## src/rtl/udp_pkg.sv

```systemverilog
// ============================================================================
// Module   : udp_pkg
// Brief    : Shared types, header offsets and helpers for the UDP port router.
// Revision : 1.0
// ============================================================================
`default_nettype none

package udp_pkg;

  typedef enum logic [2:0] {
    IDLE    = 3'd0,
    HDR     = 3'd1,
    PAYLOAD = 3'd2,
    DROP    = 3'd3,
    ABORT   = 3'd4
  } udp_state_t;

  localparam int         UDP_HDR_LEN = 8;
  localparam int         UDP_PORT_W  = 16;
  localparam logic [2:0] UDP_DST_HI  = 3'd2;
  localparam logic [2:0] UDP_DST_LO  = 3'd3;
  localparam logic [2:0] UDP_LEN_HI  = 3'd4;
  localparam logic [2:0] UDP_LEN_LO  = 3'd5;
  localparam logic [2:0] UDP_HDR_END = 3'd7;

  function automatic logic [15:0] sat_inc16(input logic [15:0] v);
    return (v == 16'hFFFF) ? v : v + 16'd1;
  endfunction

endpackage

`default_nettype wire

```

## src/rtl/udp_port_match.sv

```systemverilog
// ============================================================================
// Module   : udp_port_match
// Brief    : Combinational priority matcher; lowest enabled channel wins.
// Revision : 1.0
// ============================================================================
`default_nettype none

module udp_port_match
  import udp_pkg::*;
#(
  parameter int NUM_CH = 4,
  parameter int IDX_W  = (NUM_CH > 1) ? $clog2(NUM_CH) : 1
) (
  input  logic [NUM_CH*UDP_PORT_W-1:0] cfg_port,
  input  logic [NUM_CH-1:0]            cfg_valid,
  input  logic [UDP_PORT_W-1:0]        port,
  output logic                         hit,
  output logic [IDX_W-1:0]             idx
);

  // Scan downward so the lowest matching index is the last one written.
  always_comb begin
    hit = 1'b0;
    idx = '0;
    for (int i = NUM_CH - 1; i >= 0; i--) begin
      if (cfg_valid[i] && (cfg_port[UDP_PORT_W*i +: UDP_PORT_W] == port)) begin
        hit = 1'b1;
        idx = IDX_W'(i);
      end
    end
  end

endmodule

`default_nettype wire

```

## src/rtl/udp_port_router.sv

```systemverilog
// ============================================================================
// Module   : udp_port_router
// Brief    : Strips the UDP header and steers payload to a port-matched channel.
// Revision : 1.0
// ============================================================================
`default_nettype none

module udp_port_router
  import udp_pkg::*;
#(
  parameter int NUM_CH = 4,
  parameter int CNT_W  = 16
) (
  input  logic                 clock,
  input  logic                 reset,
  input  logic [7:0]           in_dout,
  input  logic                 in_sof,
  input  logic                 in_eof,
  input  logic                 in_empty,
  output logic                 in_rd_en,
  input  logic [NUM_CH*16-1:0] cfg_port,
  input  logic [NUM_CH-1:0]    cfg_valid,
  output logic [7:0]           out_dout,
  output logic                 out_sof,
  output logic                 out_eof,
  output logic                 out_err,
  output logic [NUM_CH-1:0]    out_wr_en,
  input  logic [NUM_CH-1:0]    out_full,
  output logic [CNT_W-1:0]     stat_rx,
  output logic [CNT_W-1:0]     stat_drop,
  output logic [CNT_W-1:0]     stat_len_err
);

  localparam int               IDX_W   = (NUM_CH > 1) ? $clog2(NUM_CH) : 1;
  localparam logic [CNT_W-1:0] CNT_MAX = '1;
  localparam logic [15:0]      HDR_LEN = 16'(UDP_HDR_LEN);

  udp_state_t       state_q, state_d;
  logic [2:0]       hdr_idx_q, hdr_idx_d;
  logic [7:0]       port_hi_q, port_hi_d;
  logic [15:0]      len_q, len_d;
  logic [15:0]      cnt_q, cnt_d;
  logic [IDX_W-1:0] ch_q, ch_d;
  logic             hit_q, hit_d;
  logic             first_q, first_d;
  logic [CNT_W-1:0] stat_rx_q, stat_drop_q, stat_len_err_q;

  logic             w_rd, w_wr, w_sof, w_eof, w_err, w_filler;
  logic             w_inc_rx, w_inc_drop, w_inc_len;
  logic             w_hit;
  logic [IDX_W-1:0] w_idx;
  logic [15:0]      w_cnt_next;
  logic [NUM_CH-1:0] w_wr_en;

  udp_port_match #(
    .NUM_CH (NUM_CH),
    .IDX_W  (IDX_W)
  ) u_match (
    .cfg_port  (cfg_port),
    .cfg_valid (cfg_valid),
    .port      ({port_hi_q, in_dout}),
    .hit       (w_hit),
    .idx       (w_idx)
  );

  assign w_cnt_next = sat_inc16(cnt_q);

  always_comb begin
    state_d    = state_q;
    hdr_idx_d  = hdr_idx_q;
    port_hi_d  = port_hi_q;
    len_d      = len_q;
    cnt_d      = cnt_q;
    ch_d       = ch_q;
    hit_d      = hit_q;
    first_d    = first_q;
    w_rd       = 1'b0;
    w_wr       = 1'b0;
    w_sof      = 1'b0;
    w_eof      = 1'b0;
    w_err      = 1'b0;
    w_filler   = 1'b0;
    w_inc_rx   = 1'b0;
    w_inc_drop = 1'b0;
    w_inc_len  = 1'b0;

    case (state_q)
      IDLE, DROP: begin
        w_rd = !in_empty;
        if (w_rd) begin
          if (in_sof) begin
            if (in_eof) begin
              w_inc_len = 1'b1;
              state_d   = IDLE;
            end else begin
              state_d   = HDR;
              hdr_idx_d = 3'd1;
              cnt_d     = 16'd1;
            end
          end else if (in_eof && state_q == DROP) begin
            state_d = IDLE;
          end
        end
      end

      HDR: begin
        w_rd = !in_empty;
        if (w_rd) begin
          if (in_sof) begin
            w_inc_len = 1'b1;
            hdr_idx_d = 3'd1;
            cnt_d     = 16'd1;
            if (in_eof) state_d = IDLE;
          end else begin
            hdr_idx_d = hdr_idx_q + 3'd1;
            cnt_d     = w_cnt_next;
            case (hdr_idx_q)
              UDP_DST_HI: port_hi_d   = in_dout;
              UDP_DST_LO: begin
                hit_d = w_hit;
                ch_d  = w_idx;
              end
              UDP_LEN_HI: len_d[15:8] = in_dout;
              UDP_LEN_LO: len_d[7:0]  = in_dout;
              default: ;
            endcase
            if (hdr_idx_q == UDP_HDR_END) begin
              // Length errors take priority over port misses.
              if (len_q < HDR_LEN) begin
                w_inc_len = 1'b1;
                state_d   = in_eof ? IDLE : DROP;
              end else if (!hit_q) begin
                w_inc_drop = 1'b1;
                state_d    = in_eof ? IDLE : DROP;
              end else if (in_eof) begin
                w_inc_rx  = 1'b1;
                w_inc_len = (len_q != HDR_LEN);
                state_d   = IDLE;
              end else begin
                first_d = 1'b1;
                state_d = PAYLOAD;
              end
            end else if (in_eof) begin
              w_inc_len = 1'b1;
              state_d   = IDLE;
            end
          end
        end
      end

      PAYLOAD: begin
        if (!in_empty && in_sof) begin
          state_d = ABORT;
        end else begin
          w_rd = !in_empty && !out_full[ch_q];
          if (w_rd) begin
            w_wr    = 1'b1;
            w_sof   = first_q;
            first_d = 1'b0;
            cnt_d   = w_cnt_next;
            if (in_eof) begin
              w_eof     = 1'b1;
              w_err     = (w_cnt_next != len_q);
              w_inc_rx  = 1'b1;
              w_inc_len = (w_cnt_next != len_q);
              state_d   = IDLE;
            end
          end
        end
      end

      ABORT: begin
        // Terminate the downstream frame; the new sof stays at the FIFO head.
        if (!out_full[ch_q]) begin
          w_wr      = 1'b1;
          w_filler  = 1'b1;
          w_sof     = first_q;
          w_eof     = 1'b1;
          w_err     = 1'b1;
          w_inc_len = 1'b1;
          first_d   = 1'b0;
          state_d   = IDLE;
        end
      end

      default: state_d = IDLE;
    endcase
  end

  always_comb begin
    w_wr_en = '0;
    for (int i = 0; i < NUM_CH; i++) begin
      w_wr_en[i] = w_wr && (ch_q == IDX_W'(i));
    end
  end

  always_ff @(posedge clock) begin
    if (reset) begin
      state_q        <= IDLE;
      hdr_idx_q      <= 3'd0;
      port_hi_q      <= 8'h00;
      len_q          <= 16'h0000;
      cnt_q          <= 16'h0000;
      ch_q           <= '0;
      hit_q          <= 1'b0;
      first_q        <= 1'b0;
      stat_rx_q      <= '0;
      stat_drop_q    <= '0;
      stat_len_err_q <= '0;
    end else begin
      state_q   <= state_d;
      hdr_idx_q <= hdr_idx_d;
      port_hi_q <= port_hi_d;
      len_q     <= len_d;
      cnt_q     <= cnt_d;
      ch_q      <= ch_d;
      hit_q     <= hit_d;
      first_q   <= first_d;
      if (w_inc_rx && stat_rx_q != CNT_MAX)
        stat_rx_q <= stat_rx_q + CNT_W'(1);
      if (w_inc_drop && stat_drop_q != CNT_MAX)
        stat_drop_q <= stat_drop_q + CNT_W'(1);
      if (w_inc_len && stat_len_err_q != CNT_MAX)
        stat_len_err_q <= stat_len_err_q + CNT_W'(1);
    end
  end

  assign in_rd_en     = !reset && w_rd;
  assign out_wr_en    = reset ? '0 : w_wr_en;
  assign out_dout     = (reset || w_filler) ? 8'h00 : in_dout;
  assign out_sof      = !reset && w_sof;
  assign out_eof      = !reset && w_eof;
  assign out_err      = !reset && w_err;
  assign stat_rx      = stat_rx_q;
  assign stat_drop    = stat_drop_q;
  assign stat_len_err = stat_len_err_q;

endmodule

`default_nettype wire

```

## config.mk

```make
export PLATFORM = sky130hd
export DESIGN_NAME = udp_port_router
export DESIGN_NICKNAME = d
export VERILOG_FILES = /design/src/rtl/udp_pkg.sv /design/src/rtl/udp_port_match.sv /design/src/rtl/udp_port_router.sv
export SDC_FILE = /design/constraint.sdc
export NUM_CORES = 1
export LEC_CHECK = 0
export CAP_MARGIN = 20
export CORE_MARGIN = 4
export CORE_UTILIZATION = 40
export CTS_BUF_LIST = sky130_fd_sc_hd__clkbuf_4
export CTS_CLUSTER_DIAMETER = 80
export DETAILED_ROUTE_END_ITERATION = 16
export PLACE_DENSITY_LB_ADDON = 0.2
export SLEW_MARGIN = 10
export SYNTH_ARGS = -nofsm -noshare
export SYNTH_HDL_FRONTEND = slang
export SYNTH_SLANG_ARGS = --single-unit
```

## constraint.sdc

```tcl
create_clock -name clock -period 3.1 [get_ports clock]
set_clock_uncertainty 0.15 [all_clocks]
set_input_delay 0.31 -clock clock [delete_from_list [all_inputs] [get_ports clock]]
set_output_delay 0.31 -clock clock [all_outputs]
set_load 0.1 [all_outputs]
```

# After elaboration in Yosys (flattened, before gate mapping)

Index checks and enable logic that the tools add are counted.

Add/sub/neg operators: 5
Multiply operators: 0
Divide/modulo/power cells: 0
Order comparisons: 2
Equality and inequality tests: 36
Shifts and indexed selects: 0
Muxes and demuxes: 93
Bitwise logic cells: 2
Reductions and logical operators: 37

Operator list:

| operator              | count |
|---|---|
| $mux 16               | 8 |
| $add 16x1->16 const B | 4 |
| $eq 16x16->1          | 4 |
| $mux 1                | 48 |
| $ne 16x16->1 const B  | 3 |
| $pmux 16 s3           | 1 |
| $mux 3                | 15 |
| $ne 2x2->1 const B    | 12 |
| $logic_and 1x1->1     | 18 |
| $eq 16x16->1 const B  | 1 |
| $lt 16x4->1 const B   | 1 |
| $mux 2                | 8 |
| $ne 16x16->1          | 1 |
| $ne 16x4->1 const B   | 1 |
| $reduce_and 4->1      | 4 |
| $eq 3x2->1 const B    | 4 |
| $eq 3x3->1 const B    | 4 |
| $pmux 1 s2            | 6 |
| $pmux 3 s4            | 1 |
| $reduce_and 10->1     | 1 |
| $reduce_and 5->1      | 2 |
| $mux 8                | 1 |
| $reduce_and 7->1      | 1 |
| $ne 3x3->1 const B    | 2 |
| other kinds (19)      | 24 |

Register bits: 98
Bits in latches: 0
Bits in writable memories: 0
Bits in read-only memories: 0
Output and inout port bits: 64
Word-level logic and storage cells: 187
Memories: 0

# Longest topological paths before layout

Word-level depth: 9
Gate-level depth with buffers: 14
Depth with buffers taken out: 10

# Cells and area by module

Synthesis repeated with hierarchy kept, for this count alone.

Cell total of the unflattened synthesis: 762
Area total of the unflattened synthesis: 6,154.7 µm²

By module, submodules not included:

| module          | instances | cells an instance | area each (µm²) | seq. area each (µm²) |
|---|---|---|---|---|
| udp_port_router | 1         | 667               | 5,367.6         | 1,961.9 |
| udp_port_match  | 1         | 95                | 787.0           | 0.0 |

# Worst setup path before layout

Ideal clock, no wire load.

Path type: flip-flop to output port
From: register ch_q[0]
To: output port in_rd_en
Arrival: 5.957 ns
Data required time: 2.640 ns
Slack: -3.317 ns
Cell stages (with the launch flop): 4
Buffers on the path: 0
Cells stage by stage: dfxtp_1 -> mux4_2 -> or2_2 -> a2111oi_0

Word-level cells in the longest chain between the ends: 7

RTL lines:

| element                      | RTL line               | source |
|---|---|---|
| start, declared              | udp_port_router.sv:43  | `logic [IDX_W-1:0] ch_q, ch_d;` |
| start signal, assigned       | udp_port_router.sv:216 | `ch_q <= ch_d;` |
| $bmux 1 s2                   | udp_port_router.sv:155 | `w_rd = !in_empty && !out_full[ch_q];` |
| $mux 1 (implied by the code) | udp_port_router.sv:155 |  |
| $logic_not 1->1              | --                     |  |
| $logic_and 1x1->1            | udp_port_router.sv:155 |  |
| $mux 1                       | udp_port_router.sv:152 | `if (!in_empty && in_sof) begin` |
| $pmux 1 s2                   | udp_port_router.sv:87  | `case (state_q)` |
| $logic_and 1x1->1            | udp_port_router.sv:228 | `assign in_rd_en = !reset && w_rd;` |
| end, declared                | udp_port_router.sv:20  | `output logic in_rd_en,` |

Every way passes these cells. The select of a mux whose other input is x is not followed.

# Final worst setup path

From: register cnt_q[1]
To: output port out_err

Word-level cells in the longest chain between the ends: 8

RTL lines:

| element                                              | RTL line               | source |
|---|---|---|
| start, declared                                      | udp_port_router.sv:42  | `logic [15:0] cnt_q, cnt_d;` |
| start signal, assigned                               | udp_port_router.sv:215 | `cnt_q <= cnt_d;` |
| $add 16x1->16 / $eq 16x16->1 (equally long branches) | udp_pkg.sv:27          | `return (v == 16'hFFFF) ? v : v + 16'd1;` |
| $mux 16 *                                            | udp_pkg.sv:27          |  |
| $ne 16x16->1 *                                       | udp_port_router.sv:163 | `w_err = (w_cnt_next != len_q);` |
| $mux 1 *                                             | udp_port_router.sv:161 | `if (in_eof) begin` |
| $mux 1 *                                             | udp_port_router.sv:156 | `if (w_rd) begin` |
| $mux 1 *                                             | udp_port_router.sv:152 |  |
| $pmux 1 s2 *                                         | udp_port_router.sv:87  |  |
| $logic_and 1x1->1 *                                  | udp_port_router.sv:233 | `assign out_err = !reset && w_err;` |
| end, declared                                        | udp_port_router.sv:26  | `output logic out_err,` |

Every way passes the cells marked *; elsewhere a longest branch is shown, timed or not.

==> flow_summary_export.csv <==
group,metric,value,unit
outcome,outcome,"finished with violations",
outcome,failed_checks,"setup timing",
layout,instances_no_fill,1263,
layout,diodes,0,
setup_path,start_kind,"flip-flop",
synth,avgSynthCellArea,8.02,um^2
timing,rsz0062_at_grt,"true",
power,peakVddDrop,261,uV
min_path,min_path_type,"primary input to flip-flop",
timing,setup_viol,17,
global_routing,grt_overflow,0,
place,io_buffers,148,
cts,clk_pin_slew,0.17,ns
setup_path,worstReg2RegEnd,"stat_len_err[1]",
routing,route.vias.total,6654,
setup_path,crit_fanout,6,
layout,finalNetCount,1142,
synth,synth_edf_count,0,
place,place_area,0.00880,mm^2
floorplanning,core,0.0154,mm^2
place,dp_slack,-0.202,ns
global_routing,grt_pass1_wl,32000,um
setup_path,path_cells,"ha_4 > nand4_4 > buf_6 > nor3_4 > buf_6 > mux2i_2 > o211ai_1 > a2111o_1 > nor3_4 > nor3_4 > buf_12",
timing,fmaxAchievable,291,MHz
timing,fin_crit_sh,1.11,
power,finalPower,2340,uW
synth,async_reset_ff_frac,0,
floorplanning,num_io_pins,149,
cts,numCtsBuffers,9,
synth,syn-cell-area,0.00638,mm^2
synth,synth-seq-cells,98,
routing,drt_pass1_iterations,5,
power,power.leakage,0.00384,uW
place,gp_congestion,0.923,
setup_path,cpPeakStageDelay,0.46,ns
timing,relSlewSlack,0.648,
setup_path,crit_type,"flip-flop to primary output",
layout,drive_above_1_share,0.291,
cts,clk_latency,0.49,ns
cts,cts_tree,"yes",
timing,hold_viol_final,0,
setup_path,crit_path_end_kind,"primary output",
global_routing,grt_pass1_vias,6456,
floorplanning,die_h,134,um
layout,area_growth,49.9,%
routing,detail_route.iter0.violations,362,
setup_path,required,2.64,ns
setup_path,crit_top_cell,"nor3_4",
synth,ys_warn_count,0,
global_routing,antenna_found_initial,0,
setup_path,r2r-start,"cnt_q[1]",
floorplanning,die_w,134,um
layout,final_cell_area,0.00957,mm^2
layout,layout_commonest_cell,"buf_4",
floorplanning,die_area,0.0180,mm^2
timing,tightest_slew,0.526,ns
cts,htree_levels,3,
timing,worst_slack,-0.340,ns
routing,finalWirelength,19700,um
min_path,hp-start,"reset",
global_routing,grtUsageTotal,0.215,
routing,detail-route-antenna-nets,0,
min_path,hold_depth,2,
synth,ys_seq_area_frac,0.307,
global_routing,grt_max_degree,45,
routing,drc,0,
synth,synth_nets,891,
place,dp_cells,1211,
synth,synth_cell_types,73,
timing,fin_crit,3.44,ns
synth,synth_ff_type,"dfxtp_1",
setup_path,cp.arrival,2.98,ns
cts,root_buffer,"clkbuf_4",
routing,vias_per_cell,5.27,
synth,synth_cells,796,
cts,clock_sinks,98,
cts,cts_max_path_buffers,2,
timing,maxSlewViolCount,0,
place,dp_hpwl,14600,um
power,power.density,245,mW/mm^2
setup_path,ff2ff_setup_slack,-0.31,ns
floorplanning,rows,45,
setup_path,reg2regPathDepth,14,
flow_run,drv_cap,0,
cts,cts_hold_buf,0,
setup_path,cp_slowest_cell,"a2111o_1",
layout,final_cell_mix,"buf_4, nor2_1, dfxtp_1",
routing,wl_per_cell,15.6,um
floorplanning,start_util,0.414,
timing,hold-worst-slack,0.0638,ns
min_path,holdPathEnd,"cnt_q[7]",
==> through the flow <==
stage	util	TNS (ns)
after floorplan	-	-0.245
after global placement	0.570	-2.25
after detailed placement	0.570	-2.89
after CTS	0.615	-2.92
after global routing	0.620	-5.91
final	0.620	-4.03
==> metal layers <==
metal,track usage,share of wire
met1,0.274,0.44
met2,0.359,0.47
met3,0.0619,0.067
met4,0.0537,0.018
met5,0,0
==> repair_timing <==
action	CTS	global route
resized for setup	69	24
buffers inserted	33	6
pin swaps	24	20
gates cloned	4	0
endpoints found under the setup margin	20	22
==> worst max-delay path: cells and delay by family (launching register included) <==
| family | cells | cell delay (ns) |
|---|---|---|
| fa+ha+maj | 1 | 0.15 |
| mux | 1 | 0.21 |
| compound gates | 2 | 0.62 |
| buf+inv | 3 | 0.49 |
| simple gates | 4 | 0.64 |
| flops | 1 | 0.39 |
==> synthesized netlist by cell type (all sizes together) (2+ instances only) <==
cell type | instances | share of area
xnor2 | 77 | 0.11
nand4 | 27 | 0.032
and3 | 16 | 0.016
clkbuf | 41 | 0.031
nand3b | 2 | 0.0024
nor4 | 16 | 0.020
and2 | 11 | 0.011
a22oi | 2 | 0.0024
o41ai | 2 | 0.0027
xor2 | 28 | 0.038
or2b | 2 | 0.0025
o311a | 2 | 0.0033
mux2i | 29 | 0.045
nand2 | 65 | 0.038
a311oi | 3 | 0.0041
dfxtp | 98 | 0.31
a211oi | 3 | 0.0035
nand3 | 35 | 0.029
ha | 10 | 0.020
and4 | 5 | 0.0069
o31ai | 9 | 0.011
buf | 11 | 0.017
or4 | 18 | 0.022
o31a | 2 | 0.0027
a2111oi | 3 | 0.0041
o21ai | 35 | 0.027
nor2 | 93 | 0.055
a31oi | 4 | 0.0039
o211ai | 4 | 0.0047
nor3 | 22 | 0.017
nand2b | 4 | 0.0039
nor3b | 2 | 0.0024
nor4b | 3 | 0.0041
a221oi | 2 | 0.0027
a21oi | 49 | 0.038
and3b | 2 | 0.0029
or3 | 13 | 0.014
inv | 20 | 0.012
nor2b | 10 | 0.0098
==> worst max-delay path by stage <==
stage / from / to / slack (ns) / cells after the start
after floorplan: cnt_q[1] / stat_len_err[1] / -0.08 / 13
after global placement: cnt_q[0] / stat_len_err[1] / -0.19 / 13
after detailed placement: cnt_q[0] / stat_len_err[1] / -0.20 / 13
after CTS: cnt_q[1] / out_err / -0.30 / 9
after global routing: cnt_q[1] / out_err / -0.45 / 12
final: cnt_q[1] / out_err / -0.34 / 11
==> registers in the layout (all words and copies together), names as in the netlist <==
signal / cells
ch_q: 2
hit_q: 1
state_q: 3
len_q: 16
port_hi_q: 8
stat_rx: 16
hdr_idx_q: 3
cnt_q: 16
stat_len_err: 16
stat_drop: 16
first_q: 1
==> final cells by class <==
class                   count  area (um^2)
repair buffers            292         2730
clock inverters             7         52.6
flip-flops and latches     98         1990
multi-input cells         626         4390
clock buffers               9         67.6
well taps                 211          264
fillers                  1394         5860
inverters                  20         75.1
==> logic make-up (layout without fill, tap and decap cells) <==
kind of cell               count (synthesis)  count (layout)  share of synthesized area
and+or+nand+nor                          349             350                      0.293
xor gates and xnor gates                 105             105                      0.144
adders and majority gates                 10              10                     0.0196
muxes                                     30              30                     0.0490
DFF                                       98              98                      0.307
AOI/OAI and AO/OA                        131             131                      0.126
buffers and inverters                     73             328                     0.0610
==> where the power goes <==
part	total (uW)	internal, uW	switching, uW
Sequential	1260	1260	5.23
Clock	654	174	480
Combinational	422	218	204
Total	2340	1650	689
No activity file was read; power rests on OpenSTA's default activity.
